<file path="src/rtl/alarm_pkg.sv">
// Shared definitions for the alarm controller: state encoding, time limits
// and wrap-around increment helpers used by the alarm-time editor.
package alarm_pkg;

    typedef enum logic [1:0] {
        ST_IDLE    = 2'd0,
        ST_ARMED   = 2'd1,
        ST_RINGING = 2'd2,
        ST_SNOOZE  = 2'd3
    } state_t;

    localparam logic [4:0] HR_MAX  = 5'd23;
    localparam logic [5:0] MIN_MAX = 6'd59;

    function automatic logic [4:0] hr_inc(input logic [4:0] h);
        logic [4:0] r;
        if (h >= HR_MAX) begin
            r = 5'd0;
        end else begin
            r = h + 5'd1;
        end
        return r;
    endfunction

    function automatic logic [5:0] min_inc(input logic [5:0] m);
        logic [5:0] r;
        if (m >= MIN_MAX) begin
            r = 6'd0;
        end else begin
            r = m + 6'd1;
        end
        return r;
    endfunction

endpackage

</file>
<file path="src/rtl/alarm_tone_gen.sv">
// Square-wave tone source: toggles every TONE_DIV enabled cycles and is
// held (counter and tone both at 0) whenever the enable is low.
module alarm_tone_gen #(
    parameter int unsigned TONE_DIV = 25000
) (
    input  logic clk,
    input  logic rst,
    input  logic en,
    output logic tone
);

    localparam int unsigned CNT_W = (TONE_DIV > 1) ? $clog2(TONE_DIV) : 1;
    localparam logic [CNT_W-1:0] CNT_LAST = CNT_W'(TONE_DIV - 1);

    logic [CNT_W-1:0] cnt_r;
    logic             tone_r;

    // Half-period counter and tone flip-flop
    always_ff @(posedge clk or posedge rst) begin
        if (rst) begin
            cnt_r  <= '0;
            tone_r <= 1'b0;
        end else if (!en) begin
            cnt_r  <= '0;
            tone_r <= 1'b0;
        end else if (cnt_r == CNT_LAST) begin
            cnt_r  <= '0;
            tone_r <= ~tone_r;
        end else begin
            cnt_r  <= cnt_r + CNT_W'(1);
        end
    end

    assign tone = tone_r;

endmodule

</file>
<file path="src/rtl/alarm_ctrl.sv">
// Alarm controller: holds the editable alarm time, runs the arm/ring/snooze
// state machine against the live clock and gates the buzzer tone.
module alarm_ctrl
    import alarm_pkg::*;
#(
    parameter int unsigned TONE_DIV     = 25000,
    parameter int unsigned RING_MAX_SEC = 60,
    parameter int unsigned SNOOZE_MIN   = 5
) (
    input  logic       clk,
    input  logic       rst,
    input  logic [4:0] hr,
    input  logic [5:0] min,
    input  logic [5:0] sec,
    input  logic       set_mode,
    input  logic       inc_hr_p,
    input  logic       inc_min_p,
    input  logic       arm,
    input  logic       snooze_p,
    input  logic       stop_p,
    output logic [4:0] alm_hr,
    output logic [5:0] alm_min,
    output logic       ringing,
    output logic       snoozed,
    output logic       buzzer
);

    state_t     state_r;
    state_t     state_nxt_s;
    logic [4:0] alm_hr_r;
    logic [5:0] alm_min_r;
    logic [4:0] snz_hr_r;
    logic [5:0] snz_min_r;
    logic       match_d_r;
    logic [5:0] sec_d_r;
    logic [7:0] sec_cnt_r;

    logic [4:0] tgt_hr_s;
    logic [5:0] tgt_min_s;
    logic       match_s;
    logic       trig_s;
    logic       edit_s;
    logic       sec_chg_s;
    logic       ring_done_s;
    logic [6:0] min_sum_s;
    logic [4:0] snz_hr_s;
    logic [5:0] snz_min_s;
    logic       ringing_s;
    logic       snoozed_s;
    logic       tone_s;

    assign edit_s      = set_mode & (inc_hr_p | inc_min_p);
    assign sec_chg_s   = (sec != sec_d_r);
    assign ring_done_s = (sec_cnt_r >= 8'(RING_MAX_SEC));
    assign match_s     = (hr == tgt_hr_s) && (min == tgt_min_s);
    assign trig_s      = match_s & ~match_d_r & ~set_mode;

    // Compare target: snooze time while snoozed, alarm time otherwise
    always_comb begin
        tgt_hr_s  = alm_hr_r;
        tgt_min_s = alm_min_r;
        if (state_r == ST_SNOOZE) begin
            tgt_hr_s  = snz_hr_r;
            tgt_min_s = snz_min_r;
        end else begin
            tgt_hr_s  = alm_hr_r;
            tgt_min_s = alm_min_r;
        end
    end

    // Snooze target = now + SNOOZE_MIN, minute carry into a mod-24 hour
    always_comb begin
        min_sum_s = {1'b0, min} + 7'(SNOOZE_MIN);
        snz_hr_s  = hr;
        snz_min_s = min_sum_s[5:0];
        if (min_sum_s > {1'b0, MIN_MAX}) begin
            snz_min_s = 6'(min_sum_s - 7'd60);
            snz_hr_s  = hr_inc(hr);
        end else begin
            snz_min_s = min_sum_s[5:0];
            snz_hr_s  = hr;
        end
    end

    // State register
    always_ff @(posedge clk or posedge rst) begin
        if (rst) begin
            state_r <= ST_IDLE;
        end else begin
            state_r <= state_nxt_s;
        end
    end

    // Next-state logic; disarm wins, then stop, then snooze, then auto-stop
    always_comb begin
        state_nxt_s = state_r;
        if (!arm) begin
            state_nxt_s = ST_IDLE;
        end else begin
            case (state_r)
                ST_IDLE: state_nxt_s = ST_ARMED;
                ST_ARMED: begin
                    if (trig_s) begin
                        state_nxt_s = ST_RINGING;
                    end else begin
                        state_nxt_s = ST_ARMED;
                    end
                end
                ST_RINGING: begin
                    if (stop_p) begin
                        state_nxt_s = ST_ARMED;
                    end else if (snooze_p) begin
                        state_nxt_s = ST_SNOOZE;
                    end else if (ring_done_s) begin
                        state_nxt_s = ST_ARMED;
                    end else begin
                        state_nxt_s = ST_RINGING;
                    end
                end
                ST_SNOOZE: begin
                    if (stop_p || edit_s) begin
                        state_nxt_s = ST_ARMED;
                    end else if (trig_s) begin
                        state_nxt_s = ST_RINGING;
                    end else begin
                        state_nxt_s = ST_SNOOZE;
                    end
                end
                default: state_nxt_s = ST_IDLE;
            endcase
        end
    end

    // Output decode from the state register
    always_comb begin
        ringing_s = 1'b0;
        snoozed_s = 1'b0;
        case (state_r)
            ST_RINGING: ringing_s = 1'b1;
            ST_SNOOZE:  snoozed_s = 1'b1;
            default: begin
                ringing_s = 1'b0;
                snoozed_s = 1'b0;
            end
        endcase
    end

    // Alarm time editor
    always_ff @(posedge clk or posedge rst) begin
        if (rst) begin
            alm_hr_r  <= 5'd0;
            alm_min_r <= 6'd0;
        end else begin
            if (set_mode && inc_hr_p) begin
                alm_hr_r <= hr_inc(alm_hr_r);
            end
            if (set_mode && inc_min_p) begin
                alm_min_r <= min_inc(alm_min_r);
            end
        end
    end

    // Snooze target latch on the RINGING to SNOOZE transition
    always_ff @(posedge clk or posedge rst) begin
        if (rst) begin
            snz_hr_r  <= 5'd0;
            snz_min_r <= 6'd0;
        end else if (state_r == ST_RINGING && state_nxt_s == ST_SNOOZE) begin
            snz_hr_r  <= snz_hr_s;
            snz_min_r <= snz_min_s;
        end
    end

    // Match edge history and ring-duration second counter
    always_ff @(posedge clk or posedge rst) begin
        if (rst) begin
            match_d_r <= 1'b1;
            sec_d_r   <= 6'd0;
            sec_cnt_r <= 8'd0;
        end else begin
            match_d_r <= match_s;
            sec_d_r   <= sec;
            if (state_nxt_s == ST_RINGING && state_r != ST_RINGING) begin
                sec_cnt_r <= 8'd0;
            end else if (state_r == ST_RINGING && sec_chg_s && !ring_done_s) begin
                sec_cnt_r <= sec_cnt_r + 8'd1;
            end
        end
    end

    alarm_tone_gen #(
        .TONE_DIV (TONE_DIV)
    ) u_tone (
        .clk  (clk),
        .rst  (rst),
        .en   (ringing_s),
        .tone (tone_s)
    );

    assign alm_hr  = alm_hr_r;
    assign alm_min = alm_min_r;
    assign ringing = ringing_s;
    assign snoozed = snoozed_s;
    assign buzzer  = tone_s & ringing_s & ~sec[0];

endmodule

</file>
<file path="config.mk">
export PLATFORM = sky130hd
export DESIGN_NAME = alarm_ctrl
export DESIGN_NICKNAME = d
export VERILOG_FILES = /design/src/rtl/alarm_pkg.sv /design/src/rtl/alarm_tone_gen.sv /design/src/rtl/alarm_ctrl.sv
export SDC_FILE = /design/constraint.sdc
export NUM_CORES = 1
export LEC_CHECK = 0
export ABC_AREA = 1
export CORE_AREA = 2 2 92 138
export DETAILED_ROUTE_END_ITERATION = 10
export DIE_AREA = 0 0 94 140
export GPL_TIMING_DRIVEN = 0
export PLACE_DENSITY = 0.53
export SLEW_MARGIN = 25
export SYNTH_ARGS = -nofsm -noshare
export SYNTH_HDL_FRONTEND = slang
export SYNTH_HIERARCHICAL = 1
export SYNTH_SLANG_ARGS = --single-unit
</file>
<file path="constraint.sdc">
create_clock -name clk -period 2 [get_ports clk]
set_input_delay 0.2 -clock clk [delete_from_list [all_inputs] [get_ports clk]]
set_output_delay 0.2 -clock clk [all_outputs]
set_load 0.01 [all_outputs]
</file>
==> impl_metrics.toml, run 1 <==
[outcome]
outcome = "finished with violations"
violations = "setup timing"

[worst_setup_path]
worstPathCellList = "nand2_4, buf_8, nand2_2, nand3_2, nand2_1, nor2_1, nand2_1, nor2_4, nand4_1, nand2_1, nand2_2, nor2_4, nand3_4, buf_6, nand2_1, nand2_1"
reg2reg_depth = 16
crit_top_cell = "nand2_1"
cp.depth = 16
worstSetupPathType = "reg2reg"
cp_top_family = "simple AND/OR/NAND/NOR gates"
cpMaxStageDelayCell = "dfrtp_2"
regToRegSetupSlack_ps = -170
cp_data_arrival_time_ps = 2360
start_kind = "flip-flop"
path_buf_inv = 2
path_max_fanout = 5
endpoint_kind = "flip-flop"
worst_path_largest_cell_delay_ps = 460
cp-startpoint = "state_r[0]"
critPathCapture = "snz_min_r[5]"
r2r-start = "state_r[0]"
cp_data_required_time_ps = 2190
regToRegEndpoint = "snz_min_r[5]"

[detailed_routing]
drtIter0Drc = 163
drtAntennaViolNets = 0
vias = 3353
dr.pass1.iters = 4
route.detailed.drc = 0
post_drt_via_cell_ratio = 4.723
drt-total-wl_mm = 9.403
wl_per_cell_um = 13.24

[clock_network]
htreeDepth = 2
cts_tree = "done"
clk_latency_ps = 300
path_clk_slew_ps = 80
cts-root-buf = "clkbuf_16"
clk_path_buf_depth = 2
cts_buffers = 5
clock-sinks = 55

[placed_design]
place_hpwl_mm = 6.876
place_congestion = 0.8653
dp_slack_ps = -701.3
io_buffer_count = 37

[sta]
tns_ps = -2638
hold_violations = 0
post-route-period-util = 1.083
max_freq_mhz = 461.5
slew_viol_final = 0
finClkSkew_ps = 7.361
setup_slack_ps = -166.7
fin_crit_ps = 2167
slew_headroom = 0.5766
worstMarginPinSlew_ps = 634.5
setup_viol = 19
rsz0062_at_grt = "true"

[logic_synthesis]
synthesis.area_um2 = 3530
ys_top_cells_by_count = "nand2_1, nor2_1, dfrtp_1, inv_1, nand3_1"
yosysMostFrequentCell = "nand2_1"
ys_ff_latch = 55
seq_area_frac_synth = 0.3903
synth_async_sr_flop_share = 1.000
ys.warnings.count = 6
ys_types = 35
synthesis.nets = 524
syn-mean-instance-area_um2 = 7.218
synth_area_leaders = "dfrtp_1, nand2_1, nand3_1"
synth_top_cell_area_share = 0.3828
synth_cells = 489
yosysTopAreaCell = "dfrtp_1"
synth_flop_cell = "dfrtp_1"
synth_edf_count = 0

[pwr]
peakVddDrop_v = 0.0004906
power.internal_mw = 2.277
combinationalPowerShare = 0.326
power.switching_mw = 1.218
power.density_nw_per_um2 = 745.4
share_seq_of_total_power = 0.398
p_leak_nw = 2.134
p_sw_frac = 0.3486
power_frac_clock = 0.276

[floorplanning]
die_h_um = 140
io_pins = 39
die_w_um = 94
placementRows = 49
dieArea_um2 = 13160
core_region_area_um2 = 11960
start_util = 0.2952

[cells_and_area]
drive_gt1_frac = 0.2065
syn_to_final_growth_pct = 32.83
diodes = 0
design.final.nets = 591
fill_cells = 1242
final_util = 0.3922

[hold_path]
hold_class = "in2async"

[global_route]
grt_first_pass_wirelength_mm = 15.50
gr-usage-all-layers = 0.1465
grt_pass1_vias = 3297
grt_max_degree = 22
antenna_found_initial = 0
grt_overflow = 0

[flow_run]
drv_cap = 0
## stage by stage
step	instances	hold WS (ps)	area, um^2	power, mW
after floorplan	489	113.7	3532	1.931
after CTS	704	275.2	4532	3.432
after global placement	679	454.9	4094	2.341
final	710	259.6	4688	3.495
after detailed placement	680	466.8	4121	2.366
after global routing	710	303.1	4688	3.726
## worst min-delay path by stage
stage | start | endpoint
4_1_cts | rst | sec_d_r[0]
6_report | rst | sec_d_r[5]
3_3_place_gp | snz_min_r[4] | snz_min_r[4]
2_1_floorplan | rst | u_tone/cnt_r[0]
3_5_place_dp | snz_hr_r[1] | snz_hr_r[1]
5_1_grt | rst | sec_d_r[0]
## registers in the layout, indices dropped and copies added, names as in the netlist
name          flops
u_tone/tone       1
alm_min           6
snz_min_r         6
sec_d_r           6
state_r           2
snz_hr_r          5
u_tone/cnt_r     15
alm_hr            5
sec_cnt_r         8
match_d_r         1
## kinds of logic after synthesis
group,synth area share
xor gates and xnor gates,0.06203
DFF,0.3903
buffers and inverters,0.07550
AOI/OAI and AO/OA,0.03580
adders and majority gates,0.03545
and+or+nand+nor,0.4009
## repair_timing
| action | 4_1_cts | 5_1_grt |
|---|---|---|
| setup endpoints to repair | 22 | 20 |
| pin swaps | 13 | 18 |
| hold buffers | 0 | 0 |
| gates cloned | 3 | 0 |
| buffers inserted | 13 | 6 |
| gates resized for setup | 40 | 32 |
## routing by layer
metal / wire length (um) / track usage / vias up
met4: 193 / 0.05492 / 0
met3: 292 / 0.02582 / 16
met1: 3932 / 0.1705 / 1593
met5: 0 / 0 / -
met2: 4985 / 0.2632 / 52
li1: - / - / 1692
## power by group through the flow
stage	logic, mW	clock network, mW	registers, mW
2_1_floorplan	0.529	0	1.40
3_3_place_gp	0.950	0	1.39
3_5_place_dp	0.973	0	1.39
4_1_cts	1.06	0.990	1.39
5_1_grt	1.27	1.04	1.41
6_report	1.14	0.964	1.39
## worst register-to-register path, cell delays in order, from the launching register on
cell and delay [ps]:
dfrtp_2 460, nand2_4 140, buf_8 150, nand2_2 50, nand3_2 50, nand2_1 60, nor2_1 120, nand2_1 110
nor2_4 110, nand4_1 130, nand2_1 110, nand2_2 70, nor2_4 130, nand3_4 110, buf_6 170, nand2_1 50
nand2_1 40
## cell type report
type,count,area [um^2],area share
inverter,58,221.5,0.04724
buffer,8,68.82,0.01468
multi-input combinational,369,2097,0.4473
tap,153,191.4,0.04083
timing repair buffer,59,570.5,0.1217
sequential,55,1380,0.2944
clock inverter,2,20.02,0.004270
clock buffer,6,138.9,0.02962
## cells in the final DEF, fill, tap and decap left out, drive strengths merged
master,n
xor2,17
clkinvlp,1
nand2,150
nor3,6
o2111ai,1
dlygate4sd2,4
dfstp,1
nand3,55
nor3b,1
dfrtp,54
o211ai,1
buf,28
o21ai,8
a21oi,7
nor2,75
ha,10
nand4,20
o21bai,1
clkdlybuf4s50,33
nor4,3
nand3b,1
inv,58
xnor2,8
a31oi,3
clkbuf,8
clkinv,1
or2,1
a211o,1
Note: power is estimated with default switching activity, not from simulation.
==> run 2, diff against run 1 <==
--- a/config.mk
+++ b/config.mk
@@ -6,9 +6,9 @@
 export NUM_CORES = 1
 export LEC_CHECK = 0
 export ABC_AREA = 1
-export CORE_AREA = 2 2 92 138
+export CORE_AREA = 2 2 133 96
 export DETAILED_ROUTE_END_ITERATION = 10
-export DIE_AREA = 0 0 94 140
+export DIE_AREA = 0 0 135 98
 export GPL_TIMING_DRIVEN = 0
 export PLACE_DENSITY = 0.53
 export SLEW_MARGIN = 25
==> run 2 against run 1 <==
Effect of this change: the run still ends with setup timing left; global-route usage shrank 0.89 points; wire length shrank 3.8%; critical path depth shrank 1; register-to-register slack is essentially flat; non-clock buffer count shrank 3; die area grew 0.53%; sequential power is essentially flat; maximum frequency is essentially flat; clock skew shrank 4.3 ps; design area shrank 0.72%; final cell count grew 0.70%; sequential share of layout area grew 0.21 points; critical path type unchanged; highest routed layer unchanged.
==> impl_metrics.toml, run 2 (synthesized netlist as in run 1, its figures left out) <==
[outcome]
outcome = "finished with violations"
violations = "setup timing"

[flow_run]
drv_cap = 0

[pwr]
power_mw = 3.440
p_leak_nw = 2.121
peakVddDrop_v = 0.0005319
power.density_nw_per_um2 = 739.0

[floorplanning]
placementRows = 34
dieArea_um2 = 13230
die_w_um = 135
start_util = 0.2921
die_h_um = 98
core_region_area_um2 = 12080
io_pins = 39

[worst_setup_path]
endpoint_kind = "flip-flop"
worstSetupPathType = "reg2reg"
cp-startpoint = "state_r[0]"
path_max_fanout = 8
r2r-start = "state_r[0]"
regToRegEndpoint = "sec_cnt_r[2]"
reg2reg_depth = 15
crit_top_cell = "nand2_2"
worstPathCellList = "nand2_4, clkbuf_16, nand2_2, nand3_1, nand2_1, nor2_2, nand2_2, nor2_4, nand3_2, o21ai_2, nand2_2, nand2_2, inv_2, nor2_4, nor2_1"
regToRegSetupSlack_ps = -170
worst_path_largest_cell_delay_ps = 450
start_kind = "flip-flop"
cp_data_required_time_ps = 2180
cp_data_arrival_time_ps = 2340
cpMaxStageDelayCell = "dfrtp_2"
critPathCapture = "sec_cnt_r[2]"

[sta]
max_freq_mhz = 461.7
finClkSkew_ps = 3.013
setup_viol = 20
whs_ps = 232.9
slew_viol_final = 0
setup_slack_ps = -166.1
hold_violations = 0
worstMarginPinSlew_ps = 627.1
fin_crit_ps = 2166
post-route-period-util = 1.083
rsz0062_at_grt = "true"
slew_headroom = 0.5815

[clock_network]
clk_path_buf_depth = 2
htreeDepth = 2
clock-sinks = 55
path_clk_slew_ps = 70
clk_latency_ps = 290
cts_buffers = 5
cts-root-buf = "clkbuf_16"
cts_tree = "done"

[global_route]
grt_max_degree = 24
grt_first_pass_wirelength_mm = 14.64
grt_overflow = 0
grt_pass1_vias = 2995
antenna_found_initial = 0
gr-usage-all-layers = 0.1375

[placed_design]
place_hpwl_mm = 6.632
io_buffer_count = 37
place_congestion = 0.8381

[detailed_routing]
wl_per_cell_um = 12.65
drtIter0Drc = 176
vias = 3269
post_drt_via_cell_ratio = 4.572
dr.pass1.iters = 5
route.detailed.drc = 0
drtAntennaViolNets = 0
drt-total-wl_mm = 9.046

[cells_and_area]
mostFrequentLayoutCell = "nand2_1"
reg.largest.list = "u_tone/cnt_r: 15 flops, sec_cnt_r: 8 flops"
diodes = 0
fill_cells = 1281
final_cell_mix = "nand2_1, nor2_1, inv_1, dfrtp_1, nand3_1"
largest_reg_flops = 15
regMostFlops = "u_tone/cnt_r"
drive_gt1_frac = 0.1971
seqCellArea_um2 = 1380
design.final.nets = 587
syn_to_final_growth_pct = 31.87
multi_input_area_um2 = 2085

[hold_path]
hold_class = "in2async"
==> run 2: cell types whose count changed in the layout (fill, tap and decap cells not counted), sizes merged <==
cell / delta
buf: -4
clkdlybuf4s50: +1
clkinv: +1
clkinvlp: -1
dlygate4sd2: -1
inv: +1
nand2: -1
==> run 2: how the worst min path moves through the flow <==
stage               cells after the start         endpoint
CTS                                     2       sec_d_r[0]
detailed placement                      2      snz_hr_r[0]
global route                            2       sec_d_r[0]
floorplan                               1  u_tone/cnt_r[0]
finish                                  2       sec_d_r[0]
global placement                        2      snz_hr_r[0]
==> run 2: routing by layer <==
| metal | up-vias | wire length, um | share of wire | track usage |
|---|---|---|---|---|
| met5 | - | 0 | 0 | 0 |
| met4 | 0 | 45 | 0.0050 | 0.02404 |
| met3 | 5 | 347 | 0.038 | 0.02752 |
| met2 | 50 | 4011 | 0.44 | 0.2101 |
| met1 | 1524 | 4641 | 0.51 | 0.2039 |
| li1 | 1690 | - | - | - |
==> run 2: layout make-up <==
type / instances / area share
Timing Repair Buffer: 56 / 0.1196
Clock buffer: 5 / 0.02688
Inverter: 58 / 0.04677
Buffer: 8 / 0.01478
Multi-Input combinational cell: 368 / 0.4479
Tap cell: 162 / 0.04355
Clock inverter: 3 / 0.004032
Sequential cell: 55 / 0.2965
==> run 2: critical path: cells and delay by family, from the launching register on <==
family / cells / cell delay (ps)
and+or+nand+nor: 12 / 1240
AOI/OAI and AO/OA: 1 / 160
buffers and inverters: 2 / 210
DFF: 1 / 450
==> run 2: where the power goes <==
group          switching [mW]  internal, mW
Clock                   0.421         0.466
Combinational           0.613         0.549
Sequential              0.166          1.22
==> run 2: what timing repair did <==
item | in CTS | in global routing
gates resized for setup | 25 | 42
hold buffers | 0 | 0
pin swaps | 11 | 24
cloned | 0 | 3
setup endpoints to repair | 21 | 21
buffers inserted | 12 | 3
==> run 2: through the flow <==
stage	setup TNS, ps	util	cell area (um^2)	cells	setup WS [ps]
after floorplan	0	-	3532	489	170.1
after global placement	-11840	0.3398	4105	688	-693.8
after detailed placement	-8872	0.3414	4125	689	-721.1
after CTS	-2263	0.3691	4459	709	-131.5
after global routing	-5669	0.3853	4654	715	-311.2
final	-2649	0.3853	4654	715	-166.1
